--- config.mk ---
export PLATFORM = sky130hd
export DESIGN_NAME = ctrl_state_seq
export DESIGN_NICKNAME = d
export VERILOG_FILES = /design/src/rtl/ctrl_state_seq.sv
export SDC_FILE = /design/constraint.sdc
export NUM_CORES = 1
export LEC_CHECK = 0
export ABC_AREA = 1
export CAP_MARGIN = 15
export CORE_UTILIZATION = 45
export CTS_CLUSTER_DIAMETER = 200
export DETAILED_ROUTE_END_ITERATION = 6
export PLACE_DENSITY = 0.79
export SETUP_SLACK_MARGIN = 0.2
export SYNTH_ARGS = -nofsm -noshare
export SYNTH_HDL_FRONTEND = slang
export SYNTH_SLANG_ARGS = --single-unit
--- constraint.sdc ---
create_clock -name CLK -period 1.6 [get_ports CLK]
set_input_delay 0.24 -clock CLK [delete_from_list [all_inputs] [get_ports CLK]]
set_output_delay 0.24 -clock CLK [all_outputs]
set_load 0.05 [all_outputs]
--- src/rtl/ctrl_state_seq.sv ---
// ctrl_state_seq: current-state register and per-state datapath strobe
// generation for the multi-cycle CPU control unit. It also provides the sticky
// halt and illegal-state flags and the retired-instruction counter.
module ctrl_state_seq #(
    parameter logic [5:0] OP_JUMP = 6'b111000,
    parameter logic [5:0] OP_HALT = 6'b111111,
    parameter logic [5:0] OP_SW   = 6'b100110,
    parameter logic [5:0] OP_LW   = 6'b100111,
    parameter int         CNT_W   = 16
) (
    input  logic             CLK,
    input  logic             RST,
    input  logic [2:0]       n_state,
    input  logic [5:0]       Opcode,
    output logic [2:0]       cur_state,
    output logic             PCWre,
    output logic             IRWre,
    output logic             RegWre,
    output logic             mRD,
    output logic             mWR,
    output logic             halted,
    output logic             state_err,
    output logic [CNT_W-1:0] instr_count
);

    typedef enum logic [2:0] {
        S_IF   = 3'b000,
        S_ID   = 3'b001,
        S_EXE  = 3'b010,
        S_WB   = 3'b011,
        S_HALT = 3'b111
    } state_t;

    state_t             state_q, state_d;
    logic               halted_q, halted_d;
    logic               err_q, err_d;
    logic [CNT_W-1:0]   cnt_q, cnt_d;

    // Decode the datapath strobes from the registered state and the current opcode.
    always_comb begin
        // NOTE: every output of a combinational block gets a default first so no path can infer a latch.
        PCWre  = 1'b0;
        IRWre  = 1'b0;
        RegWre = 1'b0;
        mRD    = 1'b0;
        mWR    = 1'b0;
        unique case (state_q)
            S_IF: IRWre = 1'b1;
            S_ID: PCWre = (Opcode == OP_JUMP);
            S_WB: begin
                PCWre  = 1'b1;
                RegWre = (Opcode != OP_SW);
                mRD    = (Opcode == OP_LW);
                mWR    = (Opcode == OP_SW);
            end
            default: ;
        endcase
    end

    // Next-state selection: halt hold and halt entry win over n_state, and an
    // illegal n_state falls back to IF while raising the sticky error flag.
    always_comb begin
        state_d  = state_q;
        halted_d = halted_q;
        err_d    = err_q;
        if (state_q == S_HALT) begin
            state_d = S_HALT;
        end else if (state_q == S_ID && Opcode == OP_HALT) begin
            state_d  = S_HALT;
            halted_d = 1'b1;
        end else if (n_state[2] == 1'b0) begin
            state_d = state_t'(n_state);
        end else begin
            state_d = S_IF;
            err_d   = 1'b1;
        end
    end

    // An instruction retires on the edge where the PC is written; the counter wraps silently.
    always_comb begin
        cnt_d = cnt_q;
        if (PCWre) begin
            cnt_d = cnt_q + CNT_W'(1);
        end
    end

    // State, flag and counter registers; reset dominates, so an in-flight instruction is discarded.
    always_ff @(posedge CLK) begin
        // NOTE: sequential state uses non-blocking assignments so every register samples pre-edge values.
        if (RST) begin
            state_q  <= S_IF;
            halted_q <= 1'b0;
            err_q    <= 1'b0;
            cnt_q    <= '0;
        end else begin
            state_q  <= state_d;
            halted_q <= halted_d;
            err_q    <= err_d;
            cnt_q    <= cnt_d;
        end
    end

    assign cur_state   = state_q;
    assign halted      = halted_q;
    assign state_err   = err_q;
    assign instr_count = cnt_q;

endmodule

-- Word level (Yosys, flattened, before mapping)
Cells that the tools add are included.
- output and inout bits: 26
- bits in registers: 21
- eq/ne operators: 8
- bitwise logic cells: 2
- mux-type cells: 8
- reductions and logical operators: 4
- add/sub/neg operators: 1
- operators with widths (operator ; count):
    equality test 6 bit (second input constant) ; 4
    adder 16 x 1 -> 16 bit (second input constant) ; 1
    two-way mux 3 bit ; 2
    != test 6 bit (second input constant) ; 1
    two-way mux 1 bit ; 4
    equality test 3 x 1 -> 1 bit (second input constant) ; 1
    equality test 3 x 2 -> 1 bit (second input constant) ; 1
    equality test 3 bit (second input constant) ; 1
    zero test 3 bit ; 1
    AND reduction 3 bit ; 1
    two-way mux 2 bit ; 1
    inverter 1 bit ; 2
    case mux 1 bit (2 select lines) ; 1
    AND reduction 2 bit ; 1
    logical AND 1 bit ; 1

-- Longest topological paths before layout
Gate-level depths: netlist of run 1.
- word-level depth: 4
- gate-level depth with buffers: 9
- mapped depth without buffers: 8

-- Worst setup path after synthesis of run 1
Ideal clock, no wire load.
- path kind: register to output
- start point: register state_q[0], in the netlist cur_state[0]
- end point: output mRD
- arrival time: 2.047 ns
- data required time: 1.360 ns
- path slack: -0.687 ns
- cell stages (with the launch flop): 3
- cell sequence: dfxtp_1 nand3_1 nor3_1
- word-level cells in the longest chain between the ends: 2
- RTL lines (item ; RTL line ; text):
    start: declaration ; 34 ; state_t state_q, state_d;
    start signal: assignment ; 96 ; state_q <= state_d;
    equality test 3 x 2 -> 1 bit ; 47 ; unique case (state_q)
    two-way mux 1 bit ; 47 ;
    end: declaration ; 19 ; output logic mRD,
No other way between the ends.

-- Worst setup path in the final report of run 1
- start point: register state_q[1], in the netlist cur_state[1]
- end point: output PCWre
- word-level cells in the longest chain between the ends: 2
- elaborated cells on any way between the ends: 3
- those cells by class: 2 x eq/ne; 1 x mux
- RTL lines (item ; RTL line ; text):
    equality test 3 x 2 -> 1 bit or equality test 3 x 1 -> 1 bit (tied branches) ; 47 ;
    case mux 1 bit (2 select lines) * ; 47 ;
    end: declaration ; 16 ; output logic PCWre,
Mark *: on every way between the ends. The rest lies on a longest branch, timed or not.

==> run_results.csv, run 1 <==
group,metric,value,unit
power_and_ir_drop,power_frac_seq,57.7,%
timing,rsz0062_at_grt,"yes",
routing,antenna_left,0,
min_path,whs_path_depth,2,
clock_tree,hold_buffers,0,
worst_setup_path,worstPathArrival,1.31,ns
clock_tree,cts_buffers,3,
global_routing,grt_pass1_wl,5.112,mm
synth,synth_cell_types,18,
power_and_ir_drop,p_int,668.5,uW
worst_setup_path,critPathLaunchType,"flip-flop",
timing,drv_slew,0,
timing,setup_violations,0,
global_routing,antenna_found_initial,0,
synth,ys_warn_count,0,
worst_setup_path,r2r_slack,0.22,ns
placement,gp_congestion,0.8003,
clock_tree,insertion_delay,0.31,ns
clock_tree,clkTransAtPathRegs,0.12,ns
synth,synth-seq-cells,21,
placement,port_buffers,36,
clock_tree,cts.sinks,21,
power_and_ir_drop,p_sw,244.2,uW
synth,synth_top_cells_by_area,"dfxtp_1 (38%), nand2_1 (13%), nor2_1 (11%)",
routing,via_count,1264,
synth,yosys.area.top_type,"dfxtp_1",
routing,vias_per_cell,5.016,
final_layout,nNetsFinal,237,
worst_setup_path,critPathMaxStageDelay,0.39,ns
placement,dp.cells,242,
floorplanning,die_y,51.69,um
worst_setup_path,crit_required,1.36,ns
power_and_ir_drop,leakage,0.0008113,uW
timing,clock-skew-final,0.007684,ns
synth,syn-instance-count,176,
power_and_ir_drop,power.density,531.7,nW/um^2
global_routing,grt_max_degree,18,
global_routing,overflow,0,
synth,synth.net_count,188,
final_layout,fin_util,75.43,%
timing,worst_pin_slew,0.3915,ns
final_layout,area.growth.synth_to_final,54.50,%
worst_setup_path,crit_slowest_cell,"dfxtp_4",
synth,yosysSeqAreaShare,37.84,%
power_and_ir_drop,p_sw_share,26.76,%
routing,drtPass1Iterations,4,
worst_setup_path,r2r_cells,10,
power_and_ir_drop,peakVddDrop,0.0005756,V
placement,hpwlAfterDp,2.183,mm
timing,slew_headroom,73.90,%
global_routing,grt_util_all_layers,25.69,%
routing,wirelength,3.108,mm
clock_tree,htree_levels,1,
worst_setup_path,critical_path_class,"reg -> out",
final_layout,instances_no_fill,252,
timing,hold_viol_final,0,
min_path,worstHoldPathType,"reg -> reg",
clock_tree,clockBufferDepth,2,
worst_setup_path,critPathMaxFanout,4,
clock_tree,tritoncts,"done",
timing,fmax,644.1,MHz
floorplanning,ios,37,
worst_setup_path,crit_chain,"inv_2 > nand3_2 > nor2_2 > nand2_1 > nand2_2 > buf_12 > buf_12",
worst_setup_path,endpoint_kind,"output port",
synth,yosysTopAreaCellShare,37.84,%
floorplanning,die-area,2672,um^2
worst_setup_path,setup.worst_path.start,"cur_state[1]",
synth,synth_area,1111,um^2
final_layout,layout-drive-gt1-share,33.93,%
floorplanning,dieWidth,51.69,um
floorplanning,initial_core_util,48.82,%
worst_setup_path,path_common_cell,"buf_12",
clock_tree,cts-root-buf,"clkbuf_4",
routing,wl_per_cell,12.33,um
power_and_ir_drop,p_clk_share,28.5,%
worst_setup_path,r2r-start,"cur_state[1]",
timing,fin_crit,1.553,ns
final_layout,diodes,0,
worst_setup_path,rr_endpoint,"instr_count[12]",
floorplanning,coreArea,2276,um^2
synth,synth.avg_cell_area,6.313,um^2
floorplanning,rows,17,
timing,min_period_over_period,97.03,%
run,cap_viol_max_count,0,
routing,drc,0,
routing,drt-initial-drc-count,11,
global_routing,grt_pass1_vias,1201,
power_and_ir_drop,power_frac_comb,13.8,%
worst_setup_path,cp-endpoint,"PCWre",
status,status,"finished, final reports clean",
final_layout,fillCellCount,182,
==> placed cells by master, fill, tap and decap left out, drive strengths merged <==
cell type      instances
dlymetal6s2s           1
clkbuf                 3
nand2                 40
clkinv                 1
a21oi                 18
ha                     1
nand3                 21
nand4                  1
buf                   38
dlygate4sd2            5
dfxtp                 21
o21ai                  7
clkdlybuf4s50          4
nor3                   5
nor2                  34
and3                   1
inv                   23
==> final cells by class <==
cell class	instances	area (um^2)	area share [%]
clock buffer	3	22.52	1.312
clock inverter	1	5.005	0.2915
sequential	21	445.4	25.95
multi-input combinational	128	659.4	38.41
timing repair buffer	48	460.4	26.82
inverter	23	88.84	5.175
tap	28	35.03	2.041
==> cells in the mapped netlist (all sizes together) <==
library cell  number
nor3               5
nand3             21
nand2             40
a21oi             18
nand4              1
dfxtp             21
ha                 1
nor2              34
buf                3
inv               23
clkbuf             1
o21ai              7
and3               1
==> critical path: cells and delay by family (launching register included) <==
kind,cells,cell delay (ns)
flops,1,0.39
buf+inv,3,0.29
simple gates,4,0.32
==> cells by family after synthesis <==
kind of cell | after synthesis | share of synthesized area [%]
buffers and inverters | 27 | 11.15
AND/OR/NAND/NOR | 102 | 38.29
AO/OA/AOI/OAI | 25 | 11.60
adder cells (fa/ha/maj) | 1 | 1.126
flip-flops | 21 | 37.84
==> registers in the layout, indices dropped and copies added, names as in the netlist <==
signal and count:
halted 1, state_err 1, instr_count 16, cur_state 3
==> power groups by stage <==
stage / clock network, uW / registers, uW / logic, uW
floorplan: 0 / 554 / 43.5
global placement: 0 / 537 / 117
detailed placement: 0 / 538 / 120
CTS: 263 / 527 / 122
global route: 287 / 528 / 135
finish: 260 / 527 / 126
==> worst min path at each step <==
stage                endpoint  slack (ns)       from
2_1_floorplan  instr_count[7]        0.30        RST
3_3_place_gp        state_err        0.44  state_err
3_5_place_dp        state_err        0.44  state_err
4_1_cts             state_err        0.46  state_err
5_1_grt             state_err        0.50  state_err
6_report            state_err        0.46  state_err
==> per-stage QoR <==
step | TNS (ns) | power [uW] | worst slack [ns] | hold slack, ns | cell area [um^2]
after CTS | 0 | 912.7 | 0.04046 | 0.4605 | 1690
after floorplan | 0 | 597.3 | 0.2030 | 0.2951 | 1171
after global placement | -0.05093 | 654.6 | -0.02906 | 0.4366 | 1584
after global routing | -0.02862 | 950.1 | -0.02862 | 0.4998 | 1717
final | 0 | 912.7 | 0.04745 | 0.4613 | 1717
after detailed placement | -0.1478 | 657.8 | -0.05165 | 0.4429 | 1584
==> metal layers <==
layer | wire length (um) | GRT usage (%) | part of all wire [%] | vias up
met2 | 1616 | 48.48 | 52 | 32
li1 | - | - | - | 654
met3 | 130 | 3.801 | 4.2 | 4
met1 | 1337 | 29.70 | 43 | 574
met4 | 24 | 6.757 | 0.77 | 0
met5 | 0 | 0 | 0 | -
==> repair_timing <==
action                     CTS  global route
gates resized for setup     17            10
setup buffers                6             0
gates cloned                 0             0
pin swaps                    6             3
setup endpoints to repair    6            20
Power figures use the tool's default switching activity.
==> run 2: changes to the inputs <==
--- a/config.mk
+++ b/config.mk
@@ -10,7 +10,7 @@
 export CORE_UTILIZATION = 45
 export CTS_CLUSTER_DIAMETER = 200
 export DETAILED_ROUTE_END_ITERATION = 6
-export PLACE_DENSITY = 0.79
+export PLACE_DENSITY = 0.77
 export SETUP_SLACK_MARGIN = 0.2
 export SYNTH_ARGS = -nofsm -noshare
 export SYNTH_HDL_FRONTEND = slang
==> run 2 against run 1 <==
Effect of this change: core utilization is 0.44 points lower; critical path depth unchanged; sequential share of layout area is 0.15 points higher; clock power is essentially flat; maximum frequency rose by 1.4%; sequential power barely moved; largest power group unchanged; register-to-register slack better by 0.04 ns; first-iteration DRC count rose to 2.7 times the previous value; final cell count is the same; routed wire length down 6.9%; worst hold slack improved by 0.0041 ns.
==> run_results.csv, run 2 (synthesis results as in run 1) <==
group,metric,value,unit
final_layout,fillCellCount,198,
power_and_ir_drop,leakage,0.0008030,uW
timing,setup_violations,0,
power_and_ir_drop,total_power,908.6,uW
global_routing,grt_pass1_vias,1188,
global_routing,grt_util_all_layers,24.24,%
floorplanning,coreArea,2276,um^2
power_and_ir_drop,power.density,532.4,nW/um^2
timing,clock-skew-final,0.008177,ns
timing,min_period_over_period,95.73,%
clock_tree,clkTransAtPathRegs,0.12,ns
global_routing,grt_max_degree,17,
final_layout,largest_reg_flops,16,
clock_tree,cts.sinks,21,
floorplanning,die-area,2672,um^2
timing,fmax,652.8,MHz
clock_tree,tritoncts,"done",
power_and_ir_drop,power_frac_comb,13.4,%
routing,via_count,1269,
global_routing,antenna_found_initial,0,
timing,rsz0062_at_grt,"yes",
final_layout,layout-drive-gt1-share,32.14,%
status,status,"finished, final reports clean",
min_path,worstHoldPathType,"reg -> reg",
placement,hpwlAfterDp,2.141,mm
final_layout,diodes,0,
placement,port_buffers,36,
worst_setup_path,crit_required,1.36,ns
routing,wirelength,2.892,mm
clock_tree,cts_buffers,3,
power_and_ir_drop,p_int,667.8,uW
worst_setup_path,worstPathArrival,1.29,ns
routing,antenna_left,0,
timing,slew_headroom,77.21,%
clock_tree,cts-root-buf,"clkbuf_4",
clock_tree,clockBufferDepth,2,
placement,gp_congestion,0.7981,
worst_setup_path,critPathMaxFanout,2,
floorplanning,ios,37,
timing,fin_crit,1.532,ns
timing,setup_tns,0,ns
power_and_ir_drop,peakVddDrop,0.0005478,V
floorplanning,dieWidth,51.69,um
power_and_ir_drop,p_sw_share,26.50,%
floorplanning,rows,17,
worst_setup_path,setup.worst_path.start,"cur_state[2]",
worst_setup_path,r2r_slack,0.26,ns
global_routing,grt_pass1_wl,4.899,mm
worst_setup_path,endpoint_kind,"output port",
floorplanning,initial_core_util,48.82,%
clock_tree,htree_levels,1,
worst_setup_path,critPathLaunchType,"flip-flop",
timing,drv_slew,0,
final_layout,final_common_cell,"nand2_1",
power_and_ir_drop,p_sw,240.8,uW
min_path,hold_start,"state_err",
final_layout,nNetsFinal,237,
routing,vias_per_cell,5.036,
global_routing,overflow,0,
worst_setup_path,r2r-start,"instr_count[2]",
power_and_ir_drop,p_clk_share,28.6,%
power_and_ir_drop,power_frac_seq,57.9,%
final_layout,area.growth.synth_to_final,53.60,%
routing,drtPass1Iterations,4,
routing,drt-initial-drc-count,30,
timing,hold_viol_final,0,
clock_tree,insertion_delay,0.31,ns
worst_setup_path,critical_path_class,"reg -> out",
final_layout,mostFrequentLayoutCells,"nand2_1 (36), buf_4 (30), nor2_1 (29), inv_1 (21)",
clock_tree,hold_buffers,0,
run,cap_viol_max_count,0,
routing,wl_per_cell,11.48,um
timing,worst_pin_slew,0.3418,ns
routing,drc,0,
floorplanning,die_y,51.69,um
==> run 2: cell type report <==
class                   count  area, um^2  area share (%)
clock buffers               3       22.52           1.320
clock inverters             1       5.005          0.2933
inverters                  23       88.84           5.205
multi-input cells         128       646.9           37.90
flip-flops and latches     21       445.4           26.10
well taps                  28       35.03           2.053
repair buffers             48       462.9           27.13
==> run 2: what timing repair did <==
item / in CTS / in global routing
resized for setup: 19 / 7
endpoints found under the setup margin: 6 / 17
endpoints found under the hold margin: 0 / 0
pin swaps: 4 / 4
buffers inserted: 5 / 1
==> run 2: path summary, 6_finish.rpt <==
kind,end,cells past startpoint
setup / recovery,PCWre,7
hold reg to reg,state_err,2
hold / removal,state_err,2
setup reg to reg,instr_count[11],7
==> run 2: critical path, stage by stage, from the launching register on <==
cell and delay (ns):
dfxtp_4 0.37, inv_4 0.06, nand2_2 0.04, nor2_2 0.12, nand2_1 0.07, nand2_2 0.09, buf_12 0.11, buf_12 0.12
==> run 2: through the flow <==
step           std cells  setup WS [ns]  area, um^2  hold WS (ns)  utilization [%]
3_5_place_dp         242       -0.07239        1584        0.4535            69.60
4_1_cts              251        0.03090        1678        0.4711            73.72
5_1_grt              252       -0.01101        1707        0.4993            74.99
3_3_place_gp         242       -0.03813        1584        0.4345            69.60
2_1_floorplan        176         0.2030        1171        0.2951                -
6_report             252        0.06825        1707        0.4654            74.99
==> run 2: power by group through the flow <==
stage | combinational [uW] | clock (uW) | sequential (uW)
final | 122 | 260 | 526
after CTS | 122 | 263 | 526
after global routing | 132 | 281 | 527
after global placement | 117 | 0 | 537
after detailed placement | 119 | 0 | 538
after floorplan | 43.5 | 0 | 554
==> run 2: layer usage <==
| metal | track usage (%) | share of wire, % | up-vias |
|---|---|---|---|
| met5 | 0 | 0 | - |
| met4 | 9.459 | 1.1 | 0 |
| met3 | 4.678 | 6.5 | 4 |
| met2 | 41.34 | 47 | 46 |
| met1 | 29.84 | 46 | 560 |
| li1 | - | - | 659 |
